===== src/rtl/bf_loop_jumper_pkg.sv =====
// Shared opcode constants and jumper FSM state encoding for the bracket-jump datapath.
package bf_pkg;
  localparam logic [3:0] OP_HALT   = 4'h0;
  localparam logic [3:0] OP_INC_DP = 4'h1;
  localparam logic [3:0] OP_DEC_DP = 4'h2;
  localparam logic [3:0] OP_INC_D  = 4'h3;
  localparam logic [3:0] OP_DEC_D  = 4'h4;
  localparam logic [3:0] OP_OUT    = 4'h5;
  localparam logic [3:0] OP_IN     = 4'h6;
  localparam logic [3:0] OP_LBR    = 4'h7;
  localparam logic [3:0] OP_RBR    = 4'h8;

  typedef logic [2:0] state_t;
  localparam state_t ST_IDLE  = 3'd0;
  localparam state_t ST_STEP  = 3'd1;
  localparam state_t ST_WAIT  = 3'd2;
  localparam state_t ST_CHECK = 3'd3;
  localparam state_t ST_DONE  = 3'd4;
  localparam state_t ST_FAIL  = 3'd5;
endpackage


===== src/rtl/bf_loop_jumper_if.sv =====
// Handshake between main control (master) and the loop jumper (slave).
interface bf_loop_jumper_if #(
  parameter int PC_W    = 16,
  parameter int OP_W    = 4,
  parameter int DEPTH_W = 8
);
  logic               start;
  logic               dir;
  logic [PC_W-1:0]    pc_in;
  logic [OP_W-1:0]    op_in;
  logic               pc_ld;
  logic               pc_dec_inc;
  logic               busy;
  logic               done;
  logic               err;
  logic [DEPTH_W-1:0] depth;

  modport master (
    output start, dir, pc_in, op_in,
    input  pc_ld, pc_dec_inc, busy, done, err, depth
  );
  modport slave (
    input  start, dir, pc_in, op_in,
    output pc_ld, pc_dec_inc, busy, done, err, depth
  );
endinterface


===== src/rtl/bf_loop_jumper.sv =====
// Walks the PC one instruction at a time to the matching bracket, tracking nesting depth.
module bf_loop_jumper
  import bf_pkg::*;
#(
  parameter int PC_W    = 16,
  parameter int OP_W    = 4,
  parameter int DEPTH_W = 8,
  parameter int MEM_LAT = 1
) (
  input  logic             i_clk,
  input  logic             i_rst,
  bf_loop_jumper_if.slave  bus
);
  localparam int LAT_W = (MEM_LAT > 1) ? $clog2(MEM_LAT) : 1;
  localparam logic [DEPTH_W-1:0] DEPTH_MAX = {DEPTH_W{1'b1}};

  state_t             r_state;
  logic               r_dir;
  logic [DEPTH_W-1:0] r_depth;
  logic [LAT_W-1:0]   r_lat;

  state_t             w_state_nxt;
  logic [DEPTH_W-1:0] w_depth_nxt;
  logic [LAT_W-1:0]   w_lat_nxt;
  logic [PC_W-1:0]    w_pc;
  logic [OP_W-1:0]    w_op;
  logic [OP_W-1:0]    w_open;
  logic [OP_W-1:0]    w_close;
  logic               w_at_edge;

  assign w_pc    = bus.pc_in;
  assign w_op    = bus.op_in;
  // Backward scans treat ']' as the nesting opener and '[' as the closer.
  assign w_open  = r_dir ? OP_W'(OP_RBR) : OP_W'(OP_LBR);
  assign w_close = r_dir ? OP_W'(OP_LBR) : OP_W'(OP_RBR);
  assign w_at_edge = r_dir ? (w_pc == '0) : (w_pc == {PC_W{1'b1}});

  always_ff @(posedge i_clk) begin
    if (i_rst) begin
      r_state <= ST_IDLE;
      r_dir   <= 1'b0;
      r_depth <= '0;
      r_lat   <= '0;
    end else begin
      r_state <= w_state_nxt;
      r_depth <= w_depth_nxt;
      r_lat   <= w_lat_nxt;
      if (r_state == ST_IDLE && bus.start) r_dir <= bus.dir;
    end
  end

  always_comb begin
    w_state_nxt = r_state;
    w_depth_nxt = r_depth;
    w_lat_nxt   = r_lat;
    case (r_state)
      ST_IDLE: if (bus.start) begin
        w_state_nxt = ST_STEP;
        w_depth_nxt = '0;
      end
      ST_STEP: if (w_at_edge) w_state_nxt = ST_FAIL;
               else begin
                 w_state_nxt = ST_WAIT;
                 w_lat_nxt   = '0;
               end
      ST_WAIT: if (r_lat == LAT_W'(MEM_LAT - 1)) w_state_nxt = ST_CHECK;
               else w_lat_nxt = r_lat + LAT_W'(1);
      ST_CHECK: begin
        w_state_nxt = ST_STEP;
        if (w_op == OP_W'(OP_HALT)) w_state_nxt = ST_FAIL;
        else if (w_op == w_open) begin
          if (r_depth == DEPTH_MAX) w_state_nxt = ST_FAIL;
          else w_depth_nxt = r_depth + DEPTH_W'(1);
        end else if (w_op == w_close) begin
          if (r_depth == '0) w_state_nxt = ST_DONE;
          else w_depth_nxt = r_depth - DEPTH_W'(1);
        end
      end
      default: w_state_nxt = ST_IDLE;
    endcase
  end

  always_comb begin
    bus.busy       = (r_state == ST_STEP) || (r_state == ST_WAIT) || (r_state == ST_CHECK);
    bus.pc_ld      = (r_state == ST_STEP) && !w_at_edge;
    bus.pc_dec_inc = bus.busy ? ~r_dir : 1'b1;
    bus.done       = (r_state == ST_DONE);
    bus.err        = (r_state == ST_FAIL);
    bus.depth      = r_depth;
  end
endmodule

===== src/flat_wrapper.sv =====
// flat-port wrapper written by rule: the top's interface ports become plain ports
module bf_loop_jumper_flat import bf_pkg::*;
#(
  parameter int PC_W    = 16,
  parameter int OP_W    = 4,
  parameter int DEPTH_W = 8,
  parameter int MEM_LAT = 1
)
  (i_clk, i_rst, bus_start, bus_dir, bus_pc_in, bus_op_in, bus_pc_ld, bus_pc_dec_inc, bus_busy, bus_done, bus_err, bus_depth);
  bf_loop_jumper_if #(.PC_W(PC_W), .OP_W(OP_W), .DEPTH_W(DEPTH_W)) bus_i ();
  input  logic i_clk;
  input  logic i_rst;
  input wire logic [$bits(bus_i.start)-1:0] bus_start;
  input wire logic [$bits(bus_i.dir)-1:0] bus_dir;
  input wire logic [$bits(bus_i.pc_in)-1:0] bus_pc_in;
  input wire logic [$bits(bus_i.op_in)-1:0] bus_op_in;
  output wire logic [$bits(bus_i.pc_ld)-1:0] bus_pc_ld;
  output wire logic [$bits(bus_i.pc_dec_inc)-1:0] bus_pc_dec_inc;
  output wire logic [$bits(bus_i.busy)-1:0] bus_busy;
  output wire logic [$bits(bus_i.done)-1:0] bus_done;
  output wire logic [$bits(bus_i.err)-1:0] bus_err;
  output wire logic [$bits(bus_i.depth)-1:0] bus_depth;
  assign bus_i.start = bus_start;
  assign bus_i.dir = bus_dir;
  assign bus_i.pc_in = bus_pc_in;
  assign bus_i.op_in = bus_op_in;
  assign bus_pc_ld = bus_i.pc_ld;
  assign bus_pc_dec_inc = bus_i.pc_dec_inc;
  assign bus_busy = bus_i.busy;
  assign bus_done = bus_i.done;
  assign bus_err = bus_i.err;
  assign bus_depth = bus_i.depth;
  bf_loop_jumper #(.PC_W(PC_W), .OP_W(OP_W), .DEPTH_W(DEPTH_W), .MEM_LAT(MEM_LAT)) u_core (.i_clk(i_clk), .i_rst(i_rst), .bus(bus_i));
endmodule

===== config.mk =====
export PLATFORM = sky130hd
export DESIGN_NAME = bf_loop_jumper_flat
export DESIGN_NICKNAME = d
export VERILOG_FILES = /design/src/rtl/bf_loop_jumper_pkg.sv /design/src/rtl/bf_loop_jumper_if.sv /design/src/rtl/bf_loop_jumper.sv /design/src/flat_wrapper.sv
export SDC_FILE = /design/constraint.sdc
export NUM_CORES = 1
export LEC_CHECK = 0
export CORE_ASPECT_RATIO = 1.1
export CORE_MARGIN = 4
export CORE_UTILIZATION = 40
export CTS_CLUSTER_SIZE = 40
export DETAILED_ROUTE_END_ITERATION = 10
export GPL_TIMING_DRIVEN = 1
export PLACE_DENSITY_LB_ADDON = 0.25
export SKIP_LAST_GASP = 1
export SYNTH_ARGS = -nofsm -noshare
export SYNTH_HDL_FRONTEND = slang
export SYNTH_SLANG_ARGS = --single-unit

===== constraint.sdc =====
create_clock -name i_clk -period 2.6 [get_ports i_clk]
set_clock_uncertainty 0.05 [all_clocks]
set_input_delay 0.26 -clock i_clk [delete_from_list [all_inputs] [get_ports i_clk]]
set_output_delay 0.26 -clock i_clk [all_outputs]
set_load 0.01 [all_outputs]

Word-level counts from Yosys, hierarchy flattened
Index checks and enable logic that the tools add are counted.
{"block": "word_totals", "elab_cells": 61, "regBits": 13}
{"block": "op_classes", "reduce_logical": 14, "n_bitwise": 1, "eq_ne": 16, "add_sub_neg": 3, "mux": 23}
{"operator": "2-to-1 mux 8 bit", "count": 6}
{"operator": "2-to-1 mux 3 bit", "count": 8}
{"operator": "== test 16 bit (second input constant)", "count": 1}
{"operator": "zero test 16 bit", "count": 1}
{"operator": "one-hot mux 8 bit (2 select lines)", "count": 1}
{"operator": "one-hot mux 3 bit (4 select lines)", "count": 1}
{"operator": "adder 8 x 1 -> 8 bit (second input constant)", "count": 1}
{"operator": "== test 4 bit", "count": 2}
{"operator": "== test 8 bit (second input constant)", "count": 1}
{"operator": "zero test 8 bit", "count": 1}
{"operator": "2-to-1 mux 4 bit", "count": 2}
{"operator": "inequality test 2 bit (second input constant)", "count": 4}
{"operator": "subtractor 8 x 1 -> 8 bit (second input constant)", "count": 1}
{"operator": "== test 3 x 2 -> 1 bit (second input constant)", "count": 2}
{"operator": "== test 3 bit (second input constant)", "count": 2}
{"operator": "AND reduction 6 bit", "count": 1}
{"operator": "zero test 4 bit", "count": 1}
{"operator": "2-to-1 mux 1 bit", "count": 4}
{"operator": "AND reduction 2 bit", "count": 2}
{"operator": "nonzero test 2 bit", "count": 2}
{"operator": "== test 3 x 1 -> 1 bit (second input constant)", "count": 1}
{"operator": "zero test 3 bit", "count": 1}
{"operator": "inequality test 3 x 1 -> 1 bit (second input constant)", "count": 1}
{"operator": "inequality test 3 x 2 -> 1 bit (second input constant)", "count": 1}
{"operator": "other kinds (7)", "count": 9}

Depth between registers and ports, before layout
Gate-level depths: netlist of the first run.
{"block": "logic_depth", "depth_word": 6, "depth_mapped": 10}

Worst setup path before layout of the first run
No wires, ideal clock.
{"block": "synth_path", "kind": "input to register", "startpoint": "input bus_op_in[0]", "endpoint": "register u_core.r_depth[7] (netlist: u_core.bus.depth[7])", "arrival_time_ns": 2.699, "stages": 9, "setup_slack_ns": -0.223, "n_path_buf": 0, "path_cell_list": "or4b_4 mux2_4 ha_1 a21oi_1 o211ai_1 o41ai_1 xnor2_1 or4b_1 a31oi_1"}
{"block": "synth_between", "elab_chain_cells": 4}
{"element": "start: declaration", "line": "flat_wrapper.sv:16", "source": "input wire logic [$bits(bus_i.op_in)-1:0] bus_op_in;"}
{"element": "== test 4 bit", "line": "bf_loop_jumper.sv:71", "source": "else if (w_op == w_open) begin"}
{"element": "2-to-1 mux 8 bit", "line": "bf_loop_jumper.sv:71"}
{"element": "2-to-1 mux 8 bit", "line": "bf_loop_jumper.sv:70", "source": "if (w_op == OP_W'(OP_HALT)) w_state_nxt = ST_FAIL;"}
{"element": "one-hot mux 8 bit (2 select lines)", "line": "bf_loop_jumper.sv:56", "source": "case (r_state)"}
{"element": "end signal: assignment", "line": "bf_loop_jumper.sv:46", "source": "r_depth <= w_depth_nxt;"}
{"element": "end: declaration", "line": "bf_loop_jumper.sv:19", "source": "logic [DEPTH_W-1:0] r_depth;"}
Several ways; a longest one is shown, not always the timed one. The select of a mux whose other input is x is not followed.
A chain may end at the register's enable or synchronous reset.

Final worst setup path of the first run
{"block": "layout_path", "startpoint": "input bus_op_in[2]", "endpoint": "register u_core.r_depth[7] (netlist: u_core.bus.depth[7])"}
Same word-level chain as after synthesis.

==> flow_summary.json, run 1 <==
{
  "hold_viol_final": 0,
  "vias_per_cell": 5.66,
  "crit_fanout": 6,
  "cts_hold_buf": 0,
  "synth_compound_area_frac": 0.168,
  "placedCellCount": 212,
  "cp.arrival_ns": 2.95,
  "io_pins": 37,
  "hpwl_mm": 2.36,
  "drc": 0,
  "synthXorXnorAreaFrac": 0.0170,
  "place.gp.congestion": 0.940,
  "cts_tree": "built",
  "setup_violations": 1,
  "placementRows": 19,
  "cts_made_buffers": 3,
  "hp-class": "reg2reg",
  "drtIter0Drc": 50,
  "synth.distinct_cells": 40,
  "ant_nets": 0,
  "cts_root_buf": "clkbuf_4",
  "nNetsFinal": 220,
  "worst_slack_ns": -0.196,
  "worst_path_max_delay_cell": "or4b_4",
  "max-cap-violations": 0,
  "htree_num_levels": 1,
  "grt_pass1_vias": 1235,
  "synth_enable_flop_cells": 0,
  "clk_pin_slew_worst_paths_ns": 0.07,
  "numClockSinks": 12,
  "syn_avg_cell_area_um2": 8.16,
  "num_antenna_cells": 0,
  "syn_inst": 126,
  "die_w_um": 56.3,
  "synth_fa_ha_area_frac": 0.0925,
  "p_leak_uw": 0.000655,
  "synthMuxAreaShare": 0.0925,
  "synthArstFlopShare": 0,
  "tightest_slew_ns": 0.479,
  "cts_buffer_depth": 2,
  "grt_pass1_wl_mm": 5.44,
  "drt_first_pass_iters": 5,
  "synth_nets": 157,
  "period_share": 1.08,
  "synthSimpleGateAreaFrac": 0.366,
  "fmax_mhz": 358,
  "synth_seq_area_share": 0.234,
  "yosysWarningCount": 0,
  "final_cell_mix": "32 x clkdlybuf4s50_1, 25 x buf_4, 15 x nor2_1, 12 x dfxtp_1, 8 x mux2i_1",
  "outcome": "finished with violations",
  "grt_overflow_total": 0,
  "path_cells": "buf_6 > or4b_4 > mux2_4 > ha_4 > a21oi_4 > o211ai_1 > o41ai_2 > xnor2_1 > or4b_1 > a31oi_1",
  "worstPathRequired_ns": 2.75,
  "ys_seq_elements": 12,
  "wire_per_inst_um": 14.5,
  "finalWirelength_mm": 3.16,
  "design.core.area_um2": 2470,
  "peakVddDrop_v": 0.000320,
  "critical-path-top-delay-family": "simple AND/OR/NAND/NOR gates",
  "antenna_found_initial": 0,
  "post-route-min-period_ns": 2.80,
  "layout.cells.non_filler": 218,
  "slew_violations": 0,
  "die_area_um2": 3450,
  "drive_gt1_frac": 0.246,
  "grt_max_degree": 12,
  "vias": 1234,
  "worstSetupPathType": "in2reg",
  "power_density_nw_per_um2": 299,
  "synth.cell_area_um2": 1030,
  "crit_path_max_incr_delay_ns": 0.53,
  "clk_latency_ns": 0.28,
  "io_buffers": 36,
  "groute.usage.overall": 0.203,
  "die_y_um": 61.2,
  "violations": "negative setup slack",
  "final_common_cell": "clkdlybuf4s50_1",
  "initial_core_util": 0.416,
  "relSlewSlack": 0.679,
  "synth_top_family_by_area": "simple AND/OR/NAND/NOR gates",
  "synth_flop_cell": "dfxtp_1",
  "critPathCaptureType": "flip-flop",
  "tns_ns": -0.196,
  "crit_buf_inv": 1,
  "rsz0062_at_grt": "true",
  "syn_to_final_growth_pct": 65.1,
  "critPathLaunchType": "input port"
}
## area by class of cell
class,instances,area [um^2]
Sequential cell,12,240
Timing Repair Buffer,61,541
Multi-Input combinational cell,106,836
Inverter,5,20.0
Tap cell,31,38.8
Clock buffer,3,22.5
Fill cell,212,774
## logic make-up (layout without fill, tap and decap cells)
| logic type | after synthesis | in the layout |
|---|---|---|
| and+or+nand+nor | 65 | 65 |
| AOI/OAI and AO/OA | 23 | 23 |
| buffers and inverters | 8 | 69 |
| muxes | 9 | 9 |
| DFF | 12 | 12 |
| xor gates and xnor gates | 2 | 2 |
| adders and majority gates | 7 | 7 |
## state kept, by name, summed over array words and instances, names as in the netlist
| name | cells |
|---|---|
| u_core.bus.depth | 8 |
| u_core.r_dir | 1 |
| u_core.r_state | 3 |
## cell usage after synthesis, drive strengths merged, types with 2 or more instances
master,number,share of area
and3b,2,0.017
or4b,2,0.023
mux2i,8,0.078
a21oi,4,0.023
nor2,15,0.055
xnor2,2,0.017
nor3,5,0.024
o21a,3,0.022
inv,4,0.015
nand4,6,0.037
nor4,5,0.030
nor4b,2,0.017
o41ai,2,0.017
nor2b,5,0.030
o31ai,3,0.035
nand2,7,0.026
o21ai,4,0.019
nand3,4,0.019
clkbuf,3,0.011
ha,6,0.073
nor3b,4,0.029
o21bai,2,0.015
nand3b,3,0.022
dfxtp,12,0.23
## final timing paths
kind | cells after the start | slack (ns) | end | startpoint
hold reg to reg | 1 | 0.52 | u_core.r_state[0]$_SDFFE_PP0P_ | u_core.r_state[0]$_SDFFE_PP0P_
hold / removal | 1 | 0.52 | u_core.r_state[0]$_SDFFE_PP0P_ | u_core.r_state[0]$_SDFFE_PP0P_
setup reg to reg | 8 | 0.02 | u_core.bus.depth[7]$_SDFFE_PP0P_ | u_core.r_dir$_SDFFE_PP0P_
setup / recovery | 10 | -0.20 | u_core.bus.depth[7]$_SDFFE_PP0P_ | bus_op_in[2]
## worst reg2reg max path, stage by stage, from the launching register on
cell,delay (ns)
dfxtp_1,0.36
mux2_4,0.39
ha_4,0.24
a21oi_4,0.12
o211ai_1,0.16
o41ai_2,0.42
xnor2_1,0.12
or4b_1,0.47
a31oi_1,0.18
## per-layer routing
layer	wire [um]	share of wire	up-vias	GRT usage
met1	1260	0.40	570	0.215
met4	95	0.030	0	0.119
met5	0	0	-	0
met2	1580	0.50	49	0.372
li1	-	-	606	-
met3	218	0.069	9	0.0545
## power by group
part | switching (uW) | internal, uW | leakage, uW
clock | 62.7 | 53.8 | 0.0000138
combinational | 77.3 | 110 | 0.000544
sequential | 13.3 | 191 | 0.0000974
total | 153 | 355 | 0.000655
## through the flow
stage | area [um^2] | hold WS (ns) | power (uW) | worst slack [ns] | util
floorplan | 1040 | 0.354 | 294 | -0.158 | -
global placement | 1590 | 0.499 | 379 | -0.623 | 0.643
detailed placement | 1590 | 0.498 | 384 | -0.789 | 0.643
CTS | 1680 | 0.517 | 507 | -0.169 | 0.680
global route | 1700 | 0.558 | 540 | -0.269 | 0.687
finish | 1700 | 0.523 | 508 | -0.196 | 0.687
## timing repair
| item | CTS | global route |
|---|---|---|
| setup buffers | 3 | 0 |
| endpoints found under the setup margin | 4 | 2 |
| gates resized for setup | 23 | 3 |
| pin swaps | 8 | 6 |
Power figures use the tool's default switching activity.
==> run 2, diff against run 1 <==
--- a/constraint.sdc
+++ b/constraint.sdc
@@ -4,2 +4,2 @@
 set_output_delay 0.26 -clock i_clk [all_outputs]
-set_load 0.01 [all_outputs]
+set_load 0.02 [all_outputs]
==> results of run 2 <==
The final DEF is identical to that of run 1. Status: finished with violations: negative setup slack.
Main changes from that run: total power 508 uW -> 515 uW; worst IR drop on VDD 0.000320 V -> 0.000321 V
